**src/rtl/exe_skid_buffer_if.sv**
```systemverilog
// ID->EXE handshake bundle for exe_skid_buffer.
// master = upstream/downstream driver side, slave = the buffer itself.
interface exe_skid_buffer_if;
  logic         in_valid;
  logic         in_ready;
  logic [146:0] id_bundle_in;
  logic         out_valid;
  logic         out_ready;
  logic [146:0] exe_bundle_out;
  logic [1:0]   occupancy;

  modport master (
    output in_valid, id_bundle_in, out_ready,
    input  in_ready, out_valid, exe_bundle_out, occupancy
  );

  modport slave (
    input  in_valid, id_bundle_in, out_ready,
    output in_ready, out_valid, exe_bundle_out, occupancy
  );
endinterface

```
**src/rtl/exe_skid_buffer.sv**
```systemverilog
// Two-entry ID->EXE skid FIFO (head + skid) with flush and NOP bubbles.
// Optional stall counter enabled by defining EXE_SKID_STALL_CNT_EN.
module exe_skid_buffer (
  input  logic              clk,
  input  logic              rst,
  input  logic              flush,
  exe_skid_buffer_if.slave  bus
`ifdef EXE_SKID_STALL_CNT_EN
  ,
  output logic [15:0]       stall_cycles
`endif
);

  typedef enum logic [1:0] {
    EMPTY = 2'd0,
    ONE   = 2'd1,
    FULL  = 2'd2
  } state_e;

  state_e       state_q, state_d;
  logic [146:0] head_q, head_d;
  logic [146:0] skid_q, skid_d;
  logic         accept;
  logic         pop;

  // in_ready depends only on registered state and rst, never on out_ready
  assign bus.in_ready       = (state_q != FULL) && !rst;
  assign bus.out_valid      = (state_q != EMPTY);
  assign bus.exe_bundle_out = bus.out_valid ? head_q : '0;
  assign bus.occupancy      = 2'(state_q);

  assign accept = bus.in_valid && bus.in_ready;
  assign pop    = bus.out_valid && bus.out_ready;

  always_comb begin
    state_d = state_q;
    head_d  = head_q;
    skid_d  = skid_q;
    unique case (state_q)
      EMPTY: begin
        if (accept) begin
          state_d = ONE;
          head_d  = bus.id_bundle_in;
        end
      end
      ONE: begin
        if (accept && !pop) begin
          state_d = FULL;
          skid_d  = bus.id_bundle_in;
        end else if (pop && !accept) begin
          state_d = EMPTY;
        end else if (accept && pop) begin
          head_d  = bus.id_bundle_in;
        end
      end
      FULL: begin
        if (pop) begin
          state_d = ONE;
          head_d  = skid_q;
        end
      end
      default: state_d = EMPTY;
    endcase
    // Flush drops everything including a same-cycle accept; a pop is simply consumed.
    if (flush) state_d = EMPTY;
  end

  always_ff @(posedge clk) begin
    if (rst) begin
      state_q <= EMPTY;
      head_q  <= '0;
      skid_q  <= '0;
    end else begin
      state_q <= state_d;
      head_q  <= head_d;
      skid_q  <= skid_d;
    end
  end

`ifdef EXE_SKID_STALL_CNT_EN
  logic [15:0] stall_q;

  always_ff @(posedge clk) begin
    if (rst) begin
      stall_q <= '0;
    end else if (bus.out_valid && !bus.out_ready && (stall_q != '1)) begin
      stall_q <= stall_q + 16'd1;
    end
  end

  assign stall_cycles = stall_q;
`endif

endmodule

```
**src/flat_wrapper.sv**
```systemverilog
// flat-port wrapper written by rule: the top's interface ports become plain ports
module exe_skid_buffer_flat 
  (clk, rst, flush, bus_in_valid, bus_id_bundle_in, bus_out_ready, bus_in_ready, bus_out_valid, bus_exe_bundle_out, bus_occupancy);
  exe_skid_buffer_if bus_i ();
  input  logic clk;
  input  logic rst;
  input  logic flush;
  input wire logic [$bits(bus_i.in_valid)-1:0] bus_in_valid;
  input wire logic [$bits(bus_i.id_bundle_in)-1:0] bus_id_bundle_in;
  input wire logic [$bits(bus_i.out_ready)-1:0] bus_out_ready;
  output wire logic [$bits(bus_i.in_ready)-1:0] bus_in_ready;
  output wire logic [$bits(bus_i.out_valid)-1:0] bus_out_valid;
  output wire logic [$bits(bus_i.exe_bundle_out)-1:0] bus_exe_bundle_out;
  output wire logic [$bits(bus_i.occupancy)-1:0] bus_occupancy;
  assign bus_i.in_valid = bus_in_valid;
  assign bus_i.id_bundle_in = bus_id_bundle_in;
  assign bus_i.out_ready = bus_out_ready;
  assign bus_in_ready = bus_i.in_ready;
  assign bus_out_valid = bus_i.out_valid;
  assign bus_exe_bundle_out = bus_i.exe_bundle_out;
  assign bus_occupancy = bus_i.occupancy;
  exe_skid_buffer u_core (.clk(clk), .rst(rst), .flush(flush), .bus(bus_i));
endmodule
```
**config.mk**
```make
export PLATFORM = sky130hd
export DESIGN_NAME = exe_skid_buffer_flat
export DESIGN_NICKNAME = d
export VERILOG_FILES = /design/src/rtl/exe_skid_buffer_if.sv /design/src/rtl/exe_skid_buffer.sv /design/src/flat_wrapper.sv
export SDC_FILE = /design/constraint.sdc
export NUM_CORES = 1
export LEC_CHECK = 0
export CAP_MARGIN = 20
export CORE_MARGIN = 2
export CORE_UTILIZATION = 50
export CTS_CLUSTER_DIAMETER = 50
export DETAILED_ROUTE_END_ITERATION = 8
export GPL_TIMING_DRIVEN = 0
export PLACE_DENSITY_LB_ADDON = 0.2
export SYNTH_ARGS = -nofsm -noshare
export SYNTH_HDL_FRONTEND = slang
export SYNTH_SLANG_ARGS = --single-unit
```
**constraint.sdc**
```tcl
create_clock -name clk -period 3.9 [get_ports clk]
set_clock_uncertainty 0.05 [all_clocks]
set_input_delay 0.78 -clock clk [delete_from_list [all_inputs] [get_ports clk]]
set_output_delay 0.78 -clock clk [all_outputs]
set_load 0.01 [all_outputs]
```
==> impl_metrics.csv, run 1 <==
group,metric,value,unit
hold_path,hp-class,"reg -> reg",
cells_and_area,nets,2135,
drt,routed_wl,37600,um
cells_and_area,area_delta_synth_final,37.0,%
worst_setup_path,r2r_end,"u_core.head_q[50]$_SDFFE_PP0P_",
drt,avgViaCountPerCell,5.38,
yosys,syn_nets,1798,
global_routing,grt_overflow,0,
outcome,status,"finished, final reports clean",
power_and_ir_drop,p_per_area,423,mW/mm2
power_and_ir_drop,share_comb_of_total_power,9.9,%
sta,setup_viol,0,
placed_design,gp_congestion,0.844,
sta,worstMarginPinSlew,0.994,ns
yosys,synth_area,0.0125,mm2
global_routing,grt_first_pass_wirelength,58900,um
cells_and_area,seq_area,0.00593,mm2
global_routing,track_usage,27.6,%
yosys,ys_warn_count,0,
clock_network,clk_pin_slew,0.06,ns
yosys,synth_top_area_cell,"dfxtp_1",
cells_and_area,multi_input_area,0.00585,mm2
global_routing,antenna_found_initial,5,
power_and_ir_drop,peakVddDrop,258,uV
yosys,synthFlopType,"dfxtp_1",
power_and_ir_drop,pwr-share-clk,45.2,%
worst_setup_path,endpoint_kind,"output port",
sta,slew_headroom,33.7,%
yosys,synth.top_cell.area_share,47.5,%
sta,maxClockFrequency,0.269,GHz
floorplan,die_h,162,um
placed_design,place_worst_setup_slack,-0.577,ns
sta,final_hold_viol_count,0,
power_and_ir_drop,p_sw,1.69,mW
cells_and_area,drive_gt1_share,4.69,%
floorplan,num_rows,57,
floorplan,fp.dieArea,0.0262,mm2
worst_setup_path,startpoint_type,"flop",
clock_network,cts_root_buffer,"clkbuf_16",
sta,slew_violations,0,
worst_setup_path,r2r_cells,12,
worst_setup_path,crit_path_max_fanout,10,
hold_path,holdPathStages,2,
clock_network,post_cts_buffers,0,
sta,fin_crit_sh,95.2,%
drt,final_antenna_net_count,0,
yosys,avgSynthCellArea,7.59,um2
worst_setup_path,r2r_start,"u_core.bus.occupancy[0]$_SDFFE_PP0P_",
worst_setup_path,cp.arrival,2.88,ns
sta,fin_crit,3.71,ns
floorplan,io-pin-count,303,
yosys,synthCells,1643,
drt,wl_per_cell,16.1,um
power_and_ir_drop,internal_power,5.54,mW
yosys,yosys-top-cells-count,"nand2_1 (590), dfxtp_1 (296), nor2_1 (150)",
drt,initialDrtViolationCount,905,
floorplan,start_util,51.1,%
worst_setup_path,critical_path_class,"reg -> out",
hold_path,worstHoldStart,"u_core.skid_q[142]$_SDFFE_PP0P_",
cells_and_area,post-route-util,70.1,%
floorplan,core_area,0.0244,mm2
power_and_ir_drop,seq_power_share,44.8,%
power_and_ir_drop,p_leak,6.20,nW
hold_path,min_to,"u_core.skid_q[142]$_SDFFE_PP0P_",
clock_network,insertion_delay,0.50,ns
sta,fin_ws,0.187,ns
drt,vias,12550,
placed_design,dp_hpwl,26500,um
clock_network,htree_num_levels,2,
yosys,async_flop_share,0,%
global_routing,grt_start_max_net_pins,14,
cells_and_area,postLayoutCellArea,0.0171,mm2
global_routing,grt_pass1_vias,11774,
yosys,yosys.cell_count.top_type,"nand2_1",
worst_setup_path,regToRegSetupSlack,0.35,ns
sta,setup_tns,0,ns
clock_network,cts_buffers,34,
yosys,synth_cell_type_count,24,
placed_design,dpl_cell_area,0.0159,mm2
clock_network,cts_tree,"yes",
placed_design,io_buffers,302,
power_and_ir_drop,power,7.23,mW
yosys,ys_ff_latch,296,
power_and_ir_drop,switching_share,23.4,%
yosys,synth_edf_count,0,
clock_network,cts_buffer_depth,3,
floorplan,die_w,162,um
sta,rsz0062_at_grt,"false",
drt,drt-pass1-iter-count,8,
worst_setup_path,crit_required,3.07,ns
clock_network,cts.sinks,296,
yosys,synthTopCellsByArea,"dfxtp_1 (48%), nand2_1 (18%), a311oi_1 (10%), and2_1 (7.4%), a21oi_1 (5.9%)",
yosys,ys_seq_area_share,47.5,%
drt,drc,0,
cells_and_area,fill_cells,2060,
run,cap_viol_max_count,0,
==> power groups by stage <==
stage          clock, mW  sequential, mW  combinational [mW]
3_5_place_dp           0            3.31               0.710
4_1_cts             3.30            3.24               0.716
2_1_floorplan          0            3.28               0.380
5_1_grt             3.44            3.26               0.788
6_report            3.27            3.24               0.718
3_3_place_gp           0            3.30               0.695
==> what timing repair did <==
action	4_1_cts	5_1_grt
gates resized for setup	3	2
endpoints found under the setup margin	241	13
hold buffers	0	0
==> final cells by class <==
type	instances	share of cell area (%)
well taps	324	2.37
multi-input cells	1196	34.2
inverters	3	0.0659
clock buffers	50	6.17
repair buffers	302	17.7
diodes	5	0.0732
plain buffers	147	4.00
clock inverters	11	0.725
flip-flops and latches	296	34.7
==> sequential cells by signal (all words and copies together), names as in the netlist <==
register	count
u_core.bus.occupancy	2
u_core.head_q	147
u_core.skid_q	147
==> routing by layer <==
metal | vias to the layer above | global-route usage, % | wire (um)
met1 | 5844 | 35.8 | 15900
met5 | - | 0 | 0
li1 | 6133 | - | -
met3 | 74 | 4.44 | 2670
met2 | 499 | 46.4 | 17800
met4 | 0 | 10.3 | 1290
==> placed cells by master, fill, tap and decap left out, types with 2 or more instances in the layout <==
cell type	count
clkinv_2	4
buf_6	13
nor2_1	150
ha_1	3
clkbuf_8	8
clkinvlp_4	2
a311oi_1	147
nand2_1	590
clkdlybuf4s50_1	301
diode_2	5
inv_1	3
clkbuf_1	115
and2_1	147
bufinv_16	2
buf_2	20
a21oi_1	148
dfxtp_1	296
clkbuf_16	37
==> how the worst max path moves through the flow <==
stage                                         startpoint                             end  slack [ns]
finish              u_core.bus.occupancy[0]$_SDFFE_PP0P_          bus_exe_bundle_out[87]        0.19
global route        u_core.bus.occupancy[0]$_SDFFE_PP0P_          bus_exe_bundle_out[98]        0.05
CTS                 u_core.bus.occupancy[0]$_SDFFE_PP0P_          bus_exe_bundle_out[86]        0.08
detailed placement                                   rst  u_core.head_q[84]$_SDFFE_PP0P_       -0.58
global placement                                     rst  u_core.head_q[91]$_SDFFE_PP0P_       -0.51
floorplan                                            rst   u_core.head_q[0]$_SDFFE_PP0P_        0.77
==> stage by stage <==
| stage | instances | hold WS [ns] |
|---|---|---|
| 3_3_place_gp | 2269 | 0.391 |
| 3_5_place_dp | 2269 | 0.397 |
| 6_report | 2334 | 0.405 |
| 2_1_floorplan | 1643 | 0.387 |
| 5_1_grt | 2333 | 0.415 |
| 4_1_cts | 2329 | 0.404 |
==> critical path, stage by stage, from the launching register on <==
cell and delay (ns):
dfxtp_1 0.34, buf_2 0.18, or2_2 0.12, clkbuf_1 0.23
clkbuf_4 0.34, clkbuf_1 0.36, and2_1 0.25, clkdlybuf4s50_1 0.55
==> cells by family after synthesis <==
kind of cell             share of synthesized area [%]
AND/OR/NAND/NOR                                   30.0
AO/OA/AOI/OAI                                     16.6
flip-flops                                        47.5
buffers and inverters                             5.56
adder cells (fa/ha/maj)                          0.301
Power figures use the tool's default switching activity.
==> inputs of run 2 (changes only) <==
--- a/config.mk
+++ b/config.mk
@@ -7,11 +7,12 @@
 export LEC_CHECK = 0
 export CAP_MARGIN = 20
 export CORE_MARGIN = 2
-export CORE_UTILIZATION = 50
+export CORE_UTILIZATION = 54
 export CTS_CLUSTER_DIAMETER = 50
 export DETAILED_ROUTE_END_ITERATION = 8
 export GPL_TIMING_DRIVEN = 0
 export PLACE_DENSITY_LB_ADDON = 0.2
+export SKIP_CTS_REPAIR_TIMING = 1
 export SYNTH_ARGS = -nofsm -noshare
 export SYNTH_HDL_FRONTEND = slang
 export SYNTH_SLANG_ARGS = --single-unit
==> constraint.sdc (replaced) <==
create_clock -name clk -period 4.4 [get_ports clk]
set_clock_uncertainty 0.05 [all_clocks]
set_input_delay 0.88 -clock clk [delete_from_list [all_inputs] [get_ports clk]]
set_output_delay 0.88 -clock clk [all_outputs]
set_load 0.01 [all_outputs]
==> run 2 against run 1 <==
Net effect: final cell count is 2.0% lower; critical path depth is 1 lower; worst setup slack better by 0.15 ns; register-to-register slack better by 0.48 ns; hold slack worse by 0.0023 ns; via count is 0.82% higher; cell area is 0.85% lower; largest cell class unchanged; sequential power is 11% lower; critical endpoint is now bus_in_ready; die area is 7.2% lower; wire length is 0.88% higher; non-clock buffer count is 1 higher.
==> impl_metrics.csv, run 2 (same netlist as run 1, synthesis figures left out) <==
group,metric,value,unit
cells_and_area,fill_cells,1757,
drt,drc,0,
sta,slew_violations,0,
sta,worstMarginPinSlew,0.854,ns
drt,initialDrtViolationCount,968,
drt,drt-pass1-iter-count,5,
drt,routed_wl,38000,um
cells_and_area,drive_gt1_share,4.40,%
drt,wl_per_cell,16.6,um
sta,fin_ws,0.334,ns
cells_and_area,mostFrequentLayoutCell,"nand2_1",
power_and_ir_drop,power,6.26,mW
clock_network,cts_buffer_depth,3,
worst_setup_path,startpoint_type,"input port",
hold_path,worstHoldStart,"u_core.skid_q[95]$_SDFFE_PP0P_",
placed_design,place_worst_setup_slack,-0.166,ns
worst_setup_path,endpoint_kind,"output port",
worst_setup_path,r2r_cells,12,
sta,setup_tns,0,ns
floorplan,io-pin-count,303,
worst_setup_path,critical_path_class,"in -> out",
worst_setup_path,r2r_start,"u_core.bus.occupancy[0]$_SDFFE_PP0P_",
power_and_ir_drop,p_leak,6.15,nW
placed_design,io_buffers,302,
hold_path,holdPathStages,2,
worst_setup_path,crit_required,3.47,ns
worst_setup_path,critical-path-slowest-cell,"clkdlybuf4s50_1",
drt,avgViaCountPerCell,5.53,
floorplan,start_util,55.1,%
cells_and_area,post-route-util,74.8,%
sta,maxClockFrequency,0.246,GHz
power_and_ir_drop,share_comb_of_total_power,10.2,%
clock_network,cts_root_buffer,"clkbuf_16",
sta,fin_crit_sh,92.4,%
cells_and_area,fin_cells,2287,
clock_network,insertion_delay,0.50,ns
clock_network,cts.sinks,296,
global_routing,track_usage,30.2,%
clock_network,cts_tree,"yes",
global_routing,grt_pass1_vias,11841,
global_routing,grtUsageMet2,50.5,%
global_routing,grt_overflow,0,
sta,rsz0062_at_grt,"false",
worst_setup_path,startpoint,"rst",
cells_and_area,area_delta_synth_final,35.9,%
run,cap_viol_max_count,0,
global_routing,met1_usage,39.2,%
outcome,status,"finished, final reports clean",
worst_setup_path,cp_num_buf_inv,5,
worst_setup_path,crit_path_max_fanout,10,
global_routing,grt_start_max_net_pins,14,
global_routing,busiest_layer,"met2",
global_routing,antenna_found_initial,3,
worst_setup_path,cpPeakStageDelay,0.54,ns
placed_design,gp_congestion,0.859,
floorplan,fp.dieArea,0.0243,mm2
worst_setup_path,path_cells,"clkdlybuf4s50_1, clkbuf_2, clkbuf_2, clkbuf_1, nor2_1, clkdlybuf4s50_1",
placed_design,placedCellCount,2230,
sta,fin_crit,4.07,ns
sta,final_hold_viol_count,0,
power_and_ir_drop,pwr-share-clk,43.7,%
placed_design,dp_hpwl,26400,um
drt,final_antenna_net_count,0,
power_and_ir_drop,seq_power_share,46.1,%
clock_network,htree_num_levels,2,
drt,vias,12653,
power_and_ir_drop,internal_power,4.78,mW
floorplan,die_h,156,um
worst_setup_path,cp.depth,6,
power_and_ir_drop,p_sw,1.48,mW
floorplan,core_area,0.0226,mm2
global_routing,grt_first_pass_wirelength,59500,um
power_and_ir_drop,switching_share,23.6,%
sta,slew_headroom,43.0,%
worst_setup_path,cp.arrival,3.14,ns
sta,setup_viol,0,
power_and_ir_drop,peakVddDrop,328,uV
worst_setup_path,crit_family,"buffers and inverters",
clock_network,clk_pin_slew,0.05,ns
global_routing,grtUsageMet3,4.64,%
power_and_ir_drop,p_per_area,369,mW/mm2
hold_path,hp-class,"reg -> reg",
floorplan,num_rows,55,
floorplan,die_w,156,um
cells_and_area,nets,2136,
cells_and_area,layout_common_cells,"nand2_1 (590), clkdlybuf4s50_1 (302), dfxtp_1 (296)",
clock_network,cts_buffers,34,
-- run 2: path summary, 6_finish.rpt --
kind	end	slack [ns]
setup / recovery	bus_in_ready	0.33
setup reg to reg	u_core.head_q[80]$_SDFFE_PP0P_	0.83
hold / removal	u_core.skid_q[95]$_SDFFE_PP0P_	0.40
hold reg to reg	u_core.skid_q[95]$_SDFFE_PP0P_	0.40
-- run 2: power by group through the flow --
| stage | combinational (mW) | sequential, mW | clock [mW] |
|---|---|---|---|
| after floorplan | 0.337 | 2.91 | 0 |
| after global placement | 0.614 | 2.93 | 0 |
| after detailed placement | 0.629 | 2.94 | 0 |
| after CTS | 0.635 | 2.88 | 2.75 |
| after global routing | 0.698 | 2.89 | 2.87 |
| final | 0.640 | 2.88 | 2.74 |
-- run 2: final cells by class --
cell class / instances / area, um2 / share of cell area, %
Sequential cell: 296 / 5930 / 35.0
Multi-Input combinational cell: 1196 / 5850 / 34.5
Timing Repair Buffer: 302 / 3020 / 17.8
Clock buffer: 48 / 1020 / 6.00
Buffer: 148 / 686 / 4.05
Tap cell: 285 / 357 / 2.10
Clock inverter: 7 / 68.8 / 0.406
Inverter: 3 / 11.3 / 0.0665
Antenna cell: 2 / 5.00 / 0.0295
-- run 2: worst min-delay path: cells and delay by family (launching register included) --
family          cells  cell delay (ns)
compound gates      1             0.05
flops               1             0.30
simple gates        1             0.05
-- run 2: layer usage --
metal	up-vias	part of all wire, %
li1	6129	-
met1	5877	41
met2	564	47
met3	81	7.9
met4	2	3.2
met5	-	0.042
-- run 2: through the flow --
stage	area (um2)	hold WS, ns
2_1_floorplan	12500	0.387
3_3_place_gp	15800	0.391
3_5_place_dp	15800	0.397
4_1_cts	16900	0.404
5_1_grt	16900	0.417
6_report	16900	0.403
==> inputs of run 3 (changes only) <==
--- a/config.mk
+++ b/config.mk
@@ -7,12 +7,13 @@
 export LEC_CHECK = 0
 export CAP_MARGIN = 20
 export CORE_MARGIN = 2
-export CORE_UTILIZATION = 54
+export CORE_UTILIZATION = 50
 export CTS_CLUSTER_DIAMETER = 50
 export DETAILED_ROUTE_END_ITERATION = 8
 export GPL_TIMING_DRIVEN = 0
 export PLACE_DENSITY_LB_ADDON = 0.2
 export SKIP_CTS_REPAIR_TIMING = 1
+export SLEW_MARGIN = 40
 export SYNTH_ARGS = -nofsm -noshare
 export SYNTH_HDL_FRONTEND = slang
 export SYNTH_SLANG_ARGS = --single-unit
==> constraint.sdc (replaced) <==
create_clock -name clk -period 4.6 [get_ports clk]
set_clock_uncertainty 0.05 [all_clocks]
set_input_delay 0.92 -clock clk [delete_from_list [all_inputs] [get_ports clk]]
set_output_delay 0.92 -clock clk [all_outputs]
set_load 0.01 [all_outputs]
==> run 3 against run 2 <==
Net effect: critical endpoint unchanged; final cell count up 1.8%; core utilization down 4.8 points; critical path type unchanged; hold slack about the same.
==> impl_metrics.csv, run 3 (same netlist as run 1, synthesis figures left out) <==
group,metric,value,unit
worst_setup_path,endpoint_kind,"output port",
placed_design,io_buffers,302,
global_routing,grt_first_pass_wirelength,59000,um
drt,drt-pass1-iter-count,8,
worst_setup_path,startpoint_type,"input port",
clock_network,htree_num_levels,2,
global_routing,grt_pass1_vias,11973,
sta,slew_headroom,41.1,%
floorplan,die_w,162,um
drt,initialDrtViolationCount,849,
placed_design,dp_hpwl,26500,um
placed_design,placedCellCount,2269,
worst_setup_path,cpPeakStageDelay,0.54,ns
clock_network,cts_buffers,34,
floorplan,core_area,0.0244,mm2
clock_network,clk_pin_slew,0.06,ns
cells_and_area,layout_common_cells,"nand2_1 (590), clkdlybuf4s50_1 (302), dfxtp_1 (296)",
clock_network,cts_tree,"yes",
worst_setup_path,crit_path_max_fanout,10,
drt,drc,0,
sta,rsz0062_at_grt,"false",
global_routing,antenna_found_initial,3,
sta,slew_violations,0,
worst_setup_path,cp.arrival,3.42,ns
worst_setup_path,path_cells,"clkdlybuf4s50_1, clkbuf_1, clkbuf_2, clkbuf_1, nor2_1, clkdlybuf4s50_1",
sta,maxClockFrequency,0.228,GHz
sta,final_hold_viol_count,0,
floorplan,fp.dieArea,0.0262,mm2
floorplan,num_rows,57,
global_routing,track_usage,27.6,%
sta,hold_ws,0.403,ns
sta,fin_ws,0.213,ns
global_routing,grt_start_max_net_pins,14,
power_and_ir_drop,p_per_area,360,mW/mm2
sta,setup_viol,0,
cells_and_area,fill_cells,2055,
floorplan,die_h,162,um
global_routing,busiest_layer,"met2",
global_routing,grtUsageMet2,47.0,%
floorplan,io-pin-count,303,
cells_and_area,fin_cells,2329,
clock_network,insertion_delay,0.50,ns
worst_setup_path,crit_required,3.63,ns
clock_network,cts_buffer_depth,3,
outcome,status,"finished, final reports clean",
power_and_ir_drop,power,6.15,mW
cells_and_area,nets,2136,
hold_path,hp-class,"reg -> reg",
global_routing,met1_usage,34.8,%
cells_and_area,mostFrequentLayoutCell,"nand2_1",
global_routing,grtUsageMet3,4.65,%
global_routing,grt_overflow,0,
power_and_ir_drop,peakVddDrop,221,uV
clock_network,cts.sinks,296,
placed_design,place_worst_setup_slack,-0.0130,ns
cells_and_area,area_delta_synth_final,36.9,%
power_and_ir_drop,p_leak,6.18,nW
drt,avgViaCountPerCell,5.40,
cells_and_area,drive_gt1_share,4.50,%
placed_design,gp_congestion,0.844,
run,cap_viol_max_count,0,
sta,fin_crit_sh,95.4,%
clock_network,cts_root_buffer,"clkbuf_16",
sta,worstMarginPinSlew,0.884,ns
drt,wl_per_cell,16.2,um
floorplan,start_util,51.1,%
drt,vias,12586,
worst_setup_path,critical_path_class,"in -> out",
worst_setup_path,critical-path-slowest-cell,"clkdlybuf4s50_1",
sta,fin_crit,4.39,ns
drt,final_antenna_net_count,0,
drt,routed_wl,37600,um
## run 3: changes by cell type in the layout (fill, tap and decap cells not counted), sizes merged
cell and delta:
clkinvlp +1, clkbuf -2, bufinv +3, inv +1
clkinv -1, diode +1
## run 3: power by group
group / internal, mW / leakage [nW] / switching [mW]
sequential: 2.69 / 2.42 / 0.0597
combinational: 0.294 / 3.21 / 0.315
clock: 1.74 / 0.558 / 1.06
## run 3: through the flow
stage | utilization [%] | cell area, um2 | TNS (ns)
global placement | 65.2 | 15900 | -0.00528
floorplan | - | 12500 | 0
CTS | 69.9 | 17100 | -0.0167
finish | 70.0 | 17100 | 0
detailed placement | 65.2 | 15900 | -0.0130
global route | 70.0 | 17100 | 0
## run 3: final cells by class
type | instances | area (um2) | area share (%)
inverters | 3 | 11.3 | 0.0660
diodes | 3 | 7.51 | 0.0440
clock buffers | 46 | 990 | 5.80
multi-input cells | 1196 | 5850 | 34.3
flip-flops and latches | 296 | 5930 | 34.7
plain buffers | 148 | 686 | 4.02
well taps | 324 | 405 | 2.37
repair buffers | 302 | 3020 | 17.7
clock inverters | 11 | 174 | 1.02
## run 3: critical path, delay by kind of cell
kind | cells | cell delay (ns)
buffers and inverters | 5 | 2.40
AND/OR/NAND/NOR | 1 | 0.10
## run 3: path summary, 6_finish.rpt
check,from,end,slack (ns),depth (start not counted)
max,rst,bus_in_ready,0.21,6
min,u_core.skid_q[97]$_SDFFE_PP0P_,u_core.skid_q[97]$_SDFFE_PP0P_,0.40,2
max reg2reg,u_core.bus.occupancy[0]$_SDFFE_PP0P_,u_core.skid_q[57]$_SDFFE_PP0P_,1.09,13
min reg2reg,u_core.skid_q[97]$_SDFFE_PP0P_,u_core.skid_q[97]$_SDFFE_PP0P_,0.40,2
## run 3: metal layers
metal / routed length (um) / vias up
met5: 0 / -
met4: 1340 / 0
met3: 2950 / 85
met2: 18000 / 508
met1: 15400 / 5870
li1: - / 6123
